<file path="src/rtl/idu_stage_if.sv">
// Handshake and decoded-bundle signals between fetch, decode and execute.
interface idu_stage_if;
  localparam int unsigned XLEN   = 32;
  localparam int unsigned REG_W  = 5;
  localparam int unsigned F3_W   = 3;
  localparam int unsigned OP_W   = 4;

  // Upstream (fetch) side
  logic              in_valid;
  logic              in_ready;
  logic [XLEN-1:0]   in_inst;
  logic [XLEN-1:0]   in_pc;
  logic              flush;

  // Downstream (execute) side
  logic              out_valid;
  logic              out_ready;
  logic [XLEN-1:0]   out_pc;
  logic [REG_W-1:0]  out_rd;
  logic [REG_W-1:0]  out_rs1;
  logic [REG_W-1:0]  out_rs2;
  logic [F3_W-1:0]   out_funct3;
  logic              out_f7b5;
  logic [XLEN-1:0]   out_imm;
  logic [OP_W-1:0]   out_op;
  logic              out_illegal;
  logic              out_ebreak;

  // Environment view: drives instructions and back-pressure, observes the bundle
  modport master (
    output in_valid, in_inst, in_pc, flush, out_ready,
    input  in_ready, out_valid, out_pc, out_rd, out_rs1, out_rs2,
           out_funct3, out_f7b5, out_imm, out_op, out_illegal, out_ebreak
  );

  // Decode-stage view
  modport slave (
    input  in_valid, in_inst, in_pc, flush, out_ready,
    output in_ready, out_valid, out_pc, out_rd, out_rs1, out_rs2,
           out_funct3, out_f7b5, out_imm, out_op, out_illegal, out_ebreak
  );
endinterface

</file>
<file path="src/rtl/idu_stage.sv">
// RV32I instruction decode stage: combinational decode of the incoming word
// into a single registered output bundle with valid/ready flow control.
module idu_stage (
  input  logic         clk,
  input  logic         rst,
  idu_stage_if.slave   bus
);
  localparam int unsigned XLEN  = 32;
  localparam int unsigned REG_W = 5;
  localparam int unsigned F3_W  = 3;
  localparam int unsigned OP_W  = 4;

  // Major opcodes (inst[6:0])
  localparam logic [6:0] OPC_LUI    = 7'b0110111;
  localparam logic [6:0] OPC_AUIPC  = 7'b0010111;
  localparam logic [6:0] OPC_JAL    = 7'b1101111;
  localparam logic [6:0] OPC_JALR   = 7'b1100111;
  localparam logic [6:0] OPC_BRANCH = 7'b1100011;
  localparam logic [6:0] OPC_LOAD   = 7'b0000011;
  localparam logic [6:0] OPC_STORE  = 7'b0100011;
  localparam logic [6:0] OPC_OPIMM  = 7'b0010011;
  localparam logic [6:0] OPC_OP     = 7'b0110011;
  localparam logic [6:0] OPC_SYSTEM = 7'b1110011;

  // Instruction class codes presented on out_op
  localparam logic [OP_W-1:0] CLS_LUI    = 4'd0;
  localparam logic [OP_W-1:0] CLS_AUIPC  = 4'd1;
  localparam logic [OP_W-1:0] CLS_JAL    = 4'd2;
  localparam logic [OP_W-1:0] CLS_JALR   = 4'd3;
  localparam logic [OP_W-1:0] CLS_BRANCH = 4'd4;
  localparam logic [OP_W-1:0] CLS_LOAD   = 4'd5;
  localparam logic [OP_W-1:0] CLS_STORE  = 4'd6;
  localparam logic [OP_W-1:0] CLS_OPIMM  = 4'd7;
  localparam logic [OP_W-1:0] CLS_OP     = 4'd8;
  localparam logic [OP_W-1:0] CLS_SYSTEM = 4'd9;
  localparam logic [OP_W-1:0] CLS_ILL    = 4'd15;

  localparam logic [XLEN-1:0] EBREAK_WORD = 32'h0010_0073;

  // Registered bundle
  logic              valid_q;
  logic [XLEN-1:0]   pc_q;
  logic [REG_W-1:0]  rd_q;
  logic [REG_W-1:0]  rs1_q;
  logic [REG_W-1:0]  rs2_q;
  logic [F3_W-1:0]   funct3_q;
  logic              f7b5_q;
  logic [XLEN-1:0]   imm_q;
  logic [OP_W-1:0]   op_q;
  logic              illegal_q;
  logic              ebreak_q;

  // Decode results for the word currently on in_inst
  logic [XLEN-1:0]   inst;
  logic [6:0]        opcode;
  logic [F3_W-1:0]   funct3;
  logic [6:0]        funct7;
  logic [XLEN-1:0]   imm_i;
  logic [XLEN-1:0]   imm_s;
  logic [XLEN-1:0]   imm_b;
  logic [XLEN-1:0]   imm_u;
  logic [XLEN-1:0]   imm_j;
  logic [OP_W-1:0]   dec_op;
  logic [XLEN-1:0]   dec_imm;
  logic              dec_illegal;
  logic              dec_ebreak;

  logic              in_ready_c;
  logic              accept_c;

  assign inst   = bus.in_inst;
  assign opcode = inst[6:0];
  assign funct3 = inst[14:12];
  assign funct7 = inst[31:25];

  // Immediate formats, all sign-extended from inst[31] except U
  assign imm_i = {{20{inst[31]}}, inst[31:20]};
  assign imm_s = {{20{inst[31]}}, inst[31:25], inst[11:7]};
  assign imm_b = {{19{inst[31]}}, inst[31], inst[7], inst[30:25], inst[11:8], 1'b0};
  assign imm_u = {inst[31:12], 12'b0};
  assign imm_j = {{11{inst[31]}}, inst[31], inst[19:12], inst[20], inst[30:21], 1'b0};

  // Class, immediate selection and legality checks
  always_comb begin
    dec_op      = CLS_ILL;
    dec_imm     = '0;
    dec_illegal = 1'b0;
    case (opcode)
      OPC_LUI:    begin dec_op = CLS_LUI;    dec_imm = imm_u; end
      OPC_AUIPC:  begin dec_op = CLS_AUIPC;  dec_imm = imm_u; end
      OPC_JAL:    begin dec_op = CLS_JAL;    dec_imm = imm_j; end
      OPC_JALR: begin
        dec_op  = CLS_JALR;
        dec_imm = imm_i;
        if (funct3 != 3'b000) dec_illegal = 1'b1;
      end
      OPC_BRANCH: begin dec_op = CLS_BRANCH; dec_imm = imm_b; end
      OPC_LOAD:   begin dec_op = CLS_LOAD;   dec_imm = imm_i; end
      OPC_STORE:  begin dec_op = CLS_STORE;  dec_imm = imm_s; end
      OPC_OPIMM:  begin dec_op = CLS_OPIMM;  dec_imm = imm_i; end
      OPC_OP: begin
        dec_op  = CLS_OP;
        dec_imm = '0;
        if ((funct7 != 7'h00) && (funct7 != 7'h20)) dec_illegal = 1'b1;
      end
      OPC_SYSTEM: begin dec_op = CLS_SYSTEM; dec_imm = imm_i; end
      default: begin
        dec_op      = CLS_ILL;
        dec_imm     = '0;
        dec_illegal = 1'b1;
      end
    endcase
    // Compressed / non-32-bit encodings are never accepted
    if (inst[1:0] != 2'b11) dec_illegal = 1'b1;
  end

  assign dec_ebreak = (inst == EBREAK_WORD);

  // Ready depends only on the output register, never on in_valid
  assign in_ready_c = !valid_q || bus.out_ready;
  assign accept_c   = bus.in_valid && in_ready_c && !bus.flush;

  // Output pipeline register: reset > flush > accept > drain > hold
  always_ff @(posedge clk) begin
    if (rst) begin
      valid_q   <= 1'b0;
      pc_q      <= '0;
      rd_q      <= '0;
      rs1_q     <= '0;
      rs2_q     <= '0;
      funct3_q  <= '0;
      f7b5_q    <= 1'b0;
      imm_q     <= '0;
      op_q      <= '0;
      illegal_q <= 1'b0;
      ebreak_q  <= 1'b0;
    end else if (bus.flush) begin
      valid_q <= 1'b0;
    end else if (accept_c) begin
      valid_q   <= 1'b1;
      pc_q      <= bus.in_pc;
      rd_q      <= inst[11:7];
      rs1_q     <= inst[19:15];
      rs2_q     <= inst[24:20];
      funct3_q  <= funct3;
      f7b5_q    <= inst[30];
      imm_q     <= dec_imm;
      op_q      <= dec_op;
      illegal_q <= dec_illegal;
      ebreak_q  <= dec_ebreak;
    end else if (valid_q && bus.out_ready) begin
      valid_q <= 1'b0;
    end
  end

  assign bus.in_ready    = in_ready_c;
  assign bus.out_valid   = valid_q;
  assign bus.out_pc      = pc_q;
  assign bus.out_rd      = rd_q;
  assign bus.out_rs1     = rs1_q;
  assign bus.out_rs2     = rs2_q;
  assign bus.out_funct3  = funct3_q;
  assign bus.out_f7b5    = f7b5_q;
  assign bus.out_imm     = imm_q;
  assign bus.out_op      = op_q;
  assign bus.out_illegal = illegal_q;
  assign bus.out_ebreak  = ebreak_q;

endmodule

</file>
<file path="src/flat_wrapper.sv">
// flat-port wrapper written by rule: the top's interface ports become plain ports
module idu_stage_flat 
  (clk, rst, bus_in_valid, bus_in_inst, bus_in_pc, bus_flush, bus_out_ready, bus_in_ready, bus_out_valid, bus_out_pc, bus_out_rd, bus_out_rs1, bus_out_rs2, bus_out_funct3, bus_out_f7b5, bus_out_imm, bus_out_op, bus_out_illegal, bus_out_ebreak);
  idu_stage_if bus_i ();
  input  logic clk;
  input  logic rst;
  input wire logic [$bits(bus_i.in_valid)-1:0] bus_in_valid;
  input wire logic [$bits(bus_i.in_inst)-1:0] bus_in_inst;
  input wire logic [$bits(bus_i.in_pc)-1:0] bus_in_pc;
  input wire logic [$bits(bus_i.flush)-1:0] bus_flush;
  input wire logic [$bits(bus_i.out_ready)-1:0] bus_out_ready;
  output wire logic [$bits(bus_i.in_ready)-1:0] bus_in_ready;
  output wire logic [$bits(bus_i.out_valid)-1:0] bus_out_valid;
  output wire logic [$bits(bus_i.out_pc)-1:0] bus_out_pc;
  output wire logic [$bits(bus_i.out_rd)-1:0] bus_out_rd;
  output wire logic [$bits(bus_i.out_rs1)-1:0] bus_out_rs1;
  output wire logic [$bits(bus_i.out_rs2)-1:0] bus_out_rs2;
  output wire logic [$bits(bus_i.out_funct3)-1:0] bus_out_funct3;
  output wire logic [$bits(bus_i.out_f7b5)-1:0] bus_out_f7b5;
  output wire logic [$bits(bus_i.out_imm)-1:0] bus_out_imm;
  output wire logic [$bits(bus_i.out_op)-1:0] bus_out_op;
  output wire logic [$bits(bus_i.out_illegal)-1:0] bus_out_illegal;
  output wire logic [$bits(bus_i.out_ebreak)-1:0] bus_out_ebreak;
  assign bus_i.in_valid = bus_in_valid;
  assign bus_i.in_inst = bus_in_inst;
  assign bus_i.in_pc = bus_in_pc;
  assign bus_i.flush = bus_flush;
  assign bus_i.out_ready = bus_out_ready;
  assign bus_in_ready = bus_i.in_ready;
  assign bus_out_valid = bus_i.out_valid;
  assign bus_out_pc = bus_i.out_pc;
  assign bus_out_rd = bus_i.out_rd;
  assign bus_out_rs1 = bus_i.out_rs1;
  assign bus_out_rs2 = bus_i.out_rs2;
  assign bus_out_funct3 = bus_i.out_funct3;
  assign bus_out_f7b5 = bus_i.out_f7b5;
  assign bus_out_imm = bus_i.out_imm;
  assign bus_out_op = bus_i.out_op;
  assign bus_out_illegal = bus_i.out_illegal;
  assign bus_out_ebreak = bus_i.out_ebreak;
  idu_stage u_core (.clk(clk), .rst(rst), .bus(bus_i));
endmodule
</file>
<file path="config.mk">
export PLATFORM = sky130hd
export DESIGN_NAME = idu_stage_flat
export DESIGN_NICKNAME = d
export VERILOG_FILES = /design/src/rtl/idu_stage_if.sv /design/src/rtl/idu_stage.sv /design/src/flat_wrapper.sv
export SDC_FILE = /design/constraint.sdc
export NUM_CORES = 1
export LEC_CHECK = 0
export BUFFER_PORTS_ARGS = -buffer_cell sky130_fd_sc_hd__clkbuf_2
export CAP_MARGIN = 20
export CORE_MARGIN = 10
export CORE_UTILIZATION = 28
export DETAILED_ROUTE_END_ITERATION = 12
export HOLD_SLACK_MARGIN = 0.02
export PLACE_DENSITY = 0.55
export SYNTH_ARGS = -nofsm -noshare
export SYNTH_HDL_FRONTEND = slang
export SYNTH_SLANG_ARGS = --single-unit
</file>
<file path="constraint.sdc">
create_clock -name clk -period 1.7 [get_ports clk]
set_clock_uncertainty 0.1 [all_clocks]
set_input_delay 0.085 -clock clk [delete_from_list [all_inputs] [get_ports clk]]
set_output_delay 0.085 -clock clk [all_outputs]
set_load 0.03 [all_outputs]
</file>
==> run metrics, run 1 <==
status=completed; Initial DRC Count=211; WHS Endpoint=u_core.bus.out_rs2[0]$_SDFFE_PP0P_; R2R depth=7; Tot Pwr=5.34 mW; Finished Layout Cells=852; CTS root buffer=clkbuf_16; fillers=1312; Die X=136 µm; clock sinks=90; hold slack=0.0465 ns; post-detail-place hpwl=10500 µm; TritonRoute pass-1 iters=5; Total Nets Final=740; Top delay family on crit path=simple AND/OR/NAND/NOR gates; combinational family with the most area after synthesis=simple AND/OR/NAND/NOR gates; Synth top cells by count=121 x nand2_1, 90 x dfxtp_1, 56 x a21oi_1, 26 x nor2_1, 17 x buf_2; synth unique cells=50; fmax=612 MHz; largest net degree at the start of global routing=40; #FFs+latches synth=90; slew margin rel.=67.5%; GRT overflow=0; All-Layer GR Usage=15.1%; Leakage=2.49 nW; Die H=136 µm; Setup WS pre-CTS=-0.309 ns; Bufs and invs on worst path=2; fraction of synthesized area in multiplexers=0.266%; CTS tree=yes; worst-margin pin slew=0.483 ns; compound-gate portion of the synthesized area=22.0%; Setup-failing EPs final=0; Synth Instances=453; RSZ-0062 raised after global routing=yes; min-delay worst type=input port to flop; share of the synthesized area in the top cell type=47.9%; routed len/inst=17.0 µm; CP max FO=3; Synth Area in XOR/XNOR=0.233%; count leader, synth=nand2_1; row cnt=42; Worst Hold Depth=4; yosys warns=0; worst setup margin=0.0649 ns; cell count after placement=777; initial antenna violation count=0; global-route wire length before repair=22100 µm; Ports=160; GPL Wtd Cong=0.880; via count=4146; worst hold start=bus_in_inst[20]; ANT nets after route=0; Antenna Cells=0; post-synthesis adder-cell area fraction=0%; commonest register cell after synthesis=dfxtp_1; Synth area leader=dfxtp_1; Data arrival, critical path=1.81 ns; RR Startpoint=u_core.bus.out_valid$_SDFFE_PP0P_; worst vdd ir=0.473 mV; slowest stage cell, crit path=dlygate4sd3_1; syn_area_per_cell=8.30 µm²; Pwr per Cell Area=921 mW/mm²; Hold Vio Cnt, Final=0; top post-synthesis cells by area=dfxtp_1 48%, nand2_1 12%, a21oi_1 7.5%; H-tree depth=3; min Tclk post-route=1.64 ns; CTS clock-pin slew for the worst setup and hold paths=0.07 ns; CP required=1.88 ns; simple logic cell fraction of the synthesized area=23.7%; Cell Area, Synth=0.00376 mm²; Final Max Slew Viols=0; FFs w/ async S/R, synth=0%; max cap viols=0; Post-synth EDFFs=0; number of port buffers=159; DRC=0; cts bufs inserted=9; Routed WL=14500 µm; CP cell instances=dlygate4sd3_1, clkbuf_2, nor4_4, nand3_1, or4_4, a21oi_1; reg2reg setup slack=0.09 ns; Net Count, Synth=522; Final Cycle Share=96.2%; Seq/Total Area, Yosys=47.9%; layout cells sized above 1=32.5%; Worst setup SP type=input port; Core Area=0.0132 mm²; vias in the first global route=4067; reg2reg end=u_core.bus.out_imm[14]$_SDFFE_PP0P_; via/cell ratio=4.87; Initial Utilization=28.5%; Clock Latency Late Sink=0.34 ns; area delta synth->final=54.2%; Clock Tree Buf Depth=2; crit end category=flop; DIE AREA=0.0185 mm²; setup TNS=0 ns; CP peak stage delay=0.55 ns; critical path class=input port to flop
-- cells by family (layout without fill, tap and decap cells) --
family          count (synthesis)  after routing
flops                          90             90
buf+inv                        46            269
xor+xnor                        1              1
compound gates                124            124
simple gates                  191            191
mux                             1              1
-- power by group --
part	switching [mW]	internal, mW	leakage [nW]
clock network	0.879	1.30	0.149
registers	0.0480	2.20	0.735
logic	0.562	0.351	1.61
total	1.49	3.85	2.49
-- per-stage QoR --
stage | util, % | area, µm²
finish | 43.9 | 5790
detailed placement | 36.4 | 4800
CTS | 43.2 | 5700
global route | 43.9 | 5790
floorplan | - | 3760
global placement | 36.4 | 4800
-- how the worst max path moves through the flow --
stage	start	endpoint	cells after the start
6_report	bus_in_inst[8]	u_core.bus.out_ebreak$_SDFFE_PP0P_	6
5_1_grt	u_core.bus.out_valid$_SDFFE_PP0P_	u_core.bus.out_imm[1]$_SDFFE_PP0P_	6
4_1_cts	u_core.bus.out_valid$_SDFFE_PP0P_	u_core.bus.out_imm[26]$_SDFFE_PP0P_	6
3_5_place_dp	u_core.bus.out_valid$_SDFFE_PP0P_	u_core.bus.out_imm[14]$_SDFFE_PP0P_	4
3_3_place_gp	u_core.bus.out_valid$_SDFFE_PP0P_	u_core.bus.out_imm[15]$_SDFFE_PP0P_	4
2_1_floorplan	u_core.bus.out_valid$_SDFFE_PP0P_	u_core.bus.out_ebreak$_SDFFE_PP0P_	5
-- placed cells by master, fill, tap and decap left out, types with 3 or more instances in the layout --
cell type      synthesis  final
a211oi_1              11     10
a211oi_2               3      4
a21oi_1               56     56
a22o_1                15     15
a31oi_1                5      5
buf_4                  1     20
clkbuf_16              0      9
clkbuf_2               0    159
clkinvlp_4             0      3
dfxtp_1               90     89
dlygate4sd3_1          0     58
inv_1                 11     10
nand2_1              121    121
nand3_1                5      5
nor2_1                26     25
nor2b_1                4      4
nor3_1                 4      3
o2111ai_1              4      4
o21ai_0                7      7
o22ai_1               12     12
-- per-layer routing --
| metal | wire (µm) | global-route usage (%) | vias to the layer above |
|---|---|---|---|
| met3 | 1260 | 5.28 | 31 |
| li1 | - | - | 2029 |
| met1 | 6030 | 18.1 | 1918 |
| met4 | 386 | 5.98 | 0 |
| met2 | 6800 | 24.3 | 168 |
| met5 | 0 | 0 | - |
-- cell type report --
class	count	area, µm²	share of cell area, %
inverters	11	41.3	0.713
clock buffers	9	225	3.89
clock inverters	7	100	1.73
well taps	176	220	3.80
multi-input cells	317	1790	30.9
flip-flops and latches	90	1800	31.1
repair buffers	242	1620	27.9
-- tightest hold or removal path, stage by stage --
cell and delay [ns]:
clkbuf_2 0.10, buf_4 0.15, nand2_1 0.05, a21oi_1 0.05
-- flip-flops by register name (all words and copies together) (netlist names) --
name / flops
u_core.bus.out_pc: 32
u_core.bus.out_rs1: 5
u_core.bus.out_op: 4
u_core.bus.out_valid: 1
u_core.bus.out_illegal: 1
u_core.bus.out_funct3: 3
u_core.bus.out_ebreak: 1
u_core.bus.out_rd: 5
u_core.bus.out_f7b5: 1
u_core.bus.out_rs2: 5
u_core.bus.out_imm: 32
-- repair_timing --
action,in CTS,in global routing
setup buffers,0,1
resized for setup,2,15
setup endpoints to repair,56,80
endpoints found under the hold margin,70,2
hold buffers,57,1
(Power assumes the default switching activity.)
==> run 2, diff against run 1 <==
--- a/config.mk
+++ b/config.mk
@@ -5,13 +5,15 @@
 export SDC_FILE = /design/constraint.sdc
 export NUM_CORES = 1
 export LEC_CHECK = 0
+export ABC_AREA = 1
 export BUFFER_PORTS_ARGS = -buffer_cell sky130_fd_sc_hd__clkbuf_2
 export CAP_MARGIN = 20
 export CORE_MARGIN = 10
 export CORE_UTILIZATION = 28
 export DETAILED_ROUTE_END_ITERATION = 12
 export HOLD_SLACK_MARGIN = 0.02
-export PLACE_DENSITY = 0.55
+export PLACE_DENSITY = 0.54
+export SKIP_LAST_GASP = 1
 export SYNTH_ARGS = -nofsm -noshare
 export SYNTH_HDL_FRONTEND = slang
 export SYNTH_SLANG_ARGS = --single-unit
==> run metrics, run 2 <==
Ports=160 (unchanged); FFs w/ async S/R, synth=0% (unchanged); Worst setup SP type=flop; GPL Wtd Cong=0.833 (-5.3%); number of port buffers=159 (unchanged); CP max FO=27 (+24); Clock Tree Buf Depth=2 (unchanged); fmax=654 MHz (+7.0%); area delta synth->final=49.3%; grt met2 use=25.1% (+0.82 points); GRT Max-Usage Layer=met2; synth unique cells=28 (-44%); Synth area leader=dfxtp_1; worst setup margin=0.172 ns (+0.107 ns); Leakage=2.82 nW (+13%); Final Max Slew Viols=0 (unchanged); Initial DRC Count=189 (-10%); Core Area=0.0134 mm² (+1.6%); Setup-failing EPs final=0 (unchanged); via/cell ratio=4.62 (-5.0%); slew margin rel.=72.0% (+4.5 points); largest net degree at the start of global routing=59 (+48%); Setup WS pre-CTS=0.143 ns (+0.452 ns); worst-margin pin slew=0.420 ns (-0.0624 ns); TritonRoute pass-1 iters=4 (-1); routed len/inst=15.8 µm (-6.9%); Cell Area, Synth=0.00386 mm² (+2.8%); met1 Track Usage GR=16.7% (-1.4 points); critical path class=flop to flop; Post-synth EDFFs=0 (unchanged); Die H=137 µm (+1.2%); CTS tree=yes; Synth Instances=529 (+17%); top post-synthesis cells by area=dfxtp_1 47%, nand2_1 11%, nor2_1 11%; commonest non-fill, non-tap cells in the layout=159 x clkbuf_2, 109 x nor2_1, 108 x nand2_1; Final Cycle Share=89.9% (-6.3 points); Net Count, Synth=598 (+15%); Data arrival, critical path=1.66 ns (-0.15 ns); status=completed; met3 usage=6.34% (+1.1 points); initial antenna violation count=0 (unchanged); worst vdd ir=0.564 mV (+19%); vias in the first global route=4377 (+7.6%); Seq/Total Area, Yosys=46.6% (-1.3 points); crit end category=flop; yosys warns=0 (unchanged); H-tree depth=3 (unchanged); CP required=1.83 ns (-0.05 ns); Clock Latency Late Sink=0.34 ns (about the same); CTS clock-pin slew for the worst setup and hold paths=0.07 ns (about the same); setup TNS=0 ns (unchanged); min-delay worst type=input port to flop; DRC=0 (unchanged); clock sinks=90 (unchanged); Antenna Cells=0 (unchanged); min Tclk post-route=1.53 ns (-0.107 ns); global-route wire length before repair=22600 µm (+2.1%); row cnt=42 (unchanged); Total Nets Final=805 (+8.8%); RSZ-0062 raised after global routing=no; All-Layer GR Usage=15.0% (-0.12 points); syn_area_per_cell=7.31 µm² (-12%); max cap viols=0 (unchanged); DIE AREA=0.0189 mm² (+2.4%); Initial Utilization=28.8% (+0.35 points); ANT nets after route=0 (unchanged); Routed WL=14500 µm (+0.23%); Synth top cells by count=109 x nand2_1, 109 x nor2_1, 90 x dfxtp_1, 61 x o21ai_0, 27 x a21oi_1; Pwr per Cell Area=903 mW/mm² (-1.9%); #FFs+latches synth=90 (unchanged); share of the synthesized area in the top cell type=46.6% (-1.3 points); Hold Vio Cnt, Final=0 (unchanged); Reg area=0.00180 mm² (about the same); cts bufs inserted=9 (unchanged); area occupied by multi-input gates=0.00184 mm² (+2.7%); CTS root buffer=clkbuf_16; layout cells sized above 1=29.7% (-2.9 points); Die X=137 µm (+1.2%); via count=4238 (+2.2%); most common cell after layout, fill and taps aside=clkbuf_2; fillers=1376 (+4.9%); Post-CTS Setup Bufs=0 (unchanged); GRT overflow=0 (unchanged); post-detail-place hpwl=10500 µm (-0.66%); commonest register cell after synthesis=dfxtp_1
-- run 2: changes by cell type after synthesis, sizes merged, moves of 13 or more --
cell    before  now
a21oi       56   37
nand4        2   15
a211oi      14    1
nor2        26  113
a22o        15    0
o21ai        7   64
nand3        5   22
-- run 2: per-stage QoR --
step / hold WS, ns / std cells / area [µm²] / total power [mW] / utilization (%)
final: 0.103 / 917 / 5770 / 5.21 / 43.1
after global routing: 0.159 / 917 / 5770 / 5.45 / 43.1
after CTS: 0.0985 / 916 / 5740 / 5.25 / 42.8
after detailed placement: 0.215 / 842 / 4860 / 3.09 / 36.2
after global placement: 0.208 / 842 / 4860 / 3.09 / 36.2
after floorplan: 0.0635 / 529 / 3870 / 2.77 / -
-- run 2: layer usage --
metal	vias to the layer above	share of wire, %
li1	2151	-
met1	1911	42
met2	154	46
met3	22	10
met4	0	1.9
met5	-	0
-- run 2: layout make-up --
cell class / count / area share (%)
clock buffer: 10 / 4.14
clock inverter: 6 / 1.11
inverter: 22 / 1.43
multi-input combinational: 384 / 31.8
sequential: 90 / 31.2
tap: 176 / 3.82
timing repair buffer: 229 / 26.5
-- run 2: worst max-delay path: stages, from the launching register on --
cell	delay [ns]
dfxtp_1	0.32
nand2_2	0.09
nand2_1	0.11
nor2_4	0.20
inv_2	0.14
buf_4	0.25
nor2_1	0.14
nor2_1	0.06
-- run 2: cell families after synthesis --
| logic type | synth area share [%] |
|---|---|
| simple gates | 31.8 |
| compound gates | 15.7 |
| flops | 46.6 |
| buf+inv | 5.96 |
-- run 2: power breakdown --
group	internal [mW]	total, mW	switching (mW)
Clock	1.18	2.05	0.872
Sequential	2.21	2.27	0.0571
Combinational	0.322	0.894	0.571
-- run 2: repair_timing --
item | 4_1_cts | 5_1_grt
resized for setup | 0 | 2
endpoints found under the setup margin | 0 | 9
hold buffers | 58 | 0
hold endpoints to repair | 67 | 0
-- run 2: path summary, 6_finish.rpt --
kind,start,endpoint,slack [ns],cells after the start
setup / recovery,u_core.bus.out_valid$_SDFFE_PP0P_,u_core.bus.out_pc[12]$_SDFFE_PP0P_,0.17,7
hold / removal,bus_in_inst[6],u_core.bus.out_imm[0]$_SDFFE_PP0P_,0.10,6
setup reg to reg,u_core.bus.out_valid$_SDFFE_PP0P_,u_core.bus.out_pc[12]$_SDFFE_PP0P_,0.17,7
hold reg to reg,u_core.bus.out_imm[12]$_SDFFE_PP0P_,u_core.bus.out_imm[12]$_SDFFE_PP0P_,0.37,2
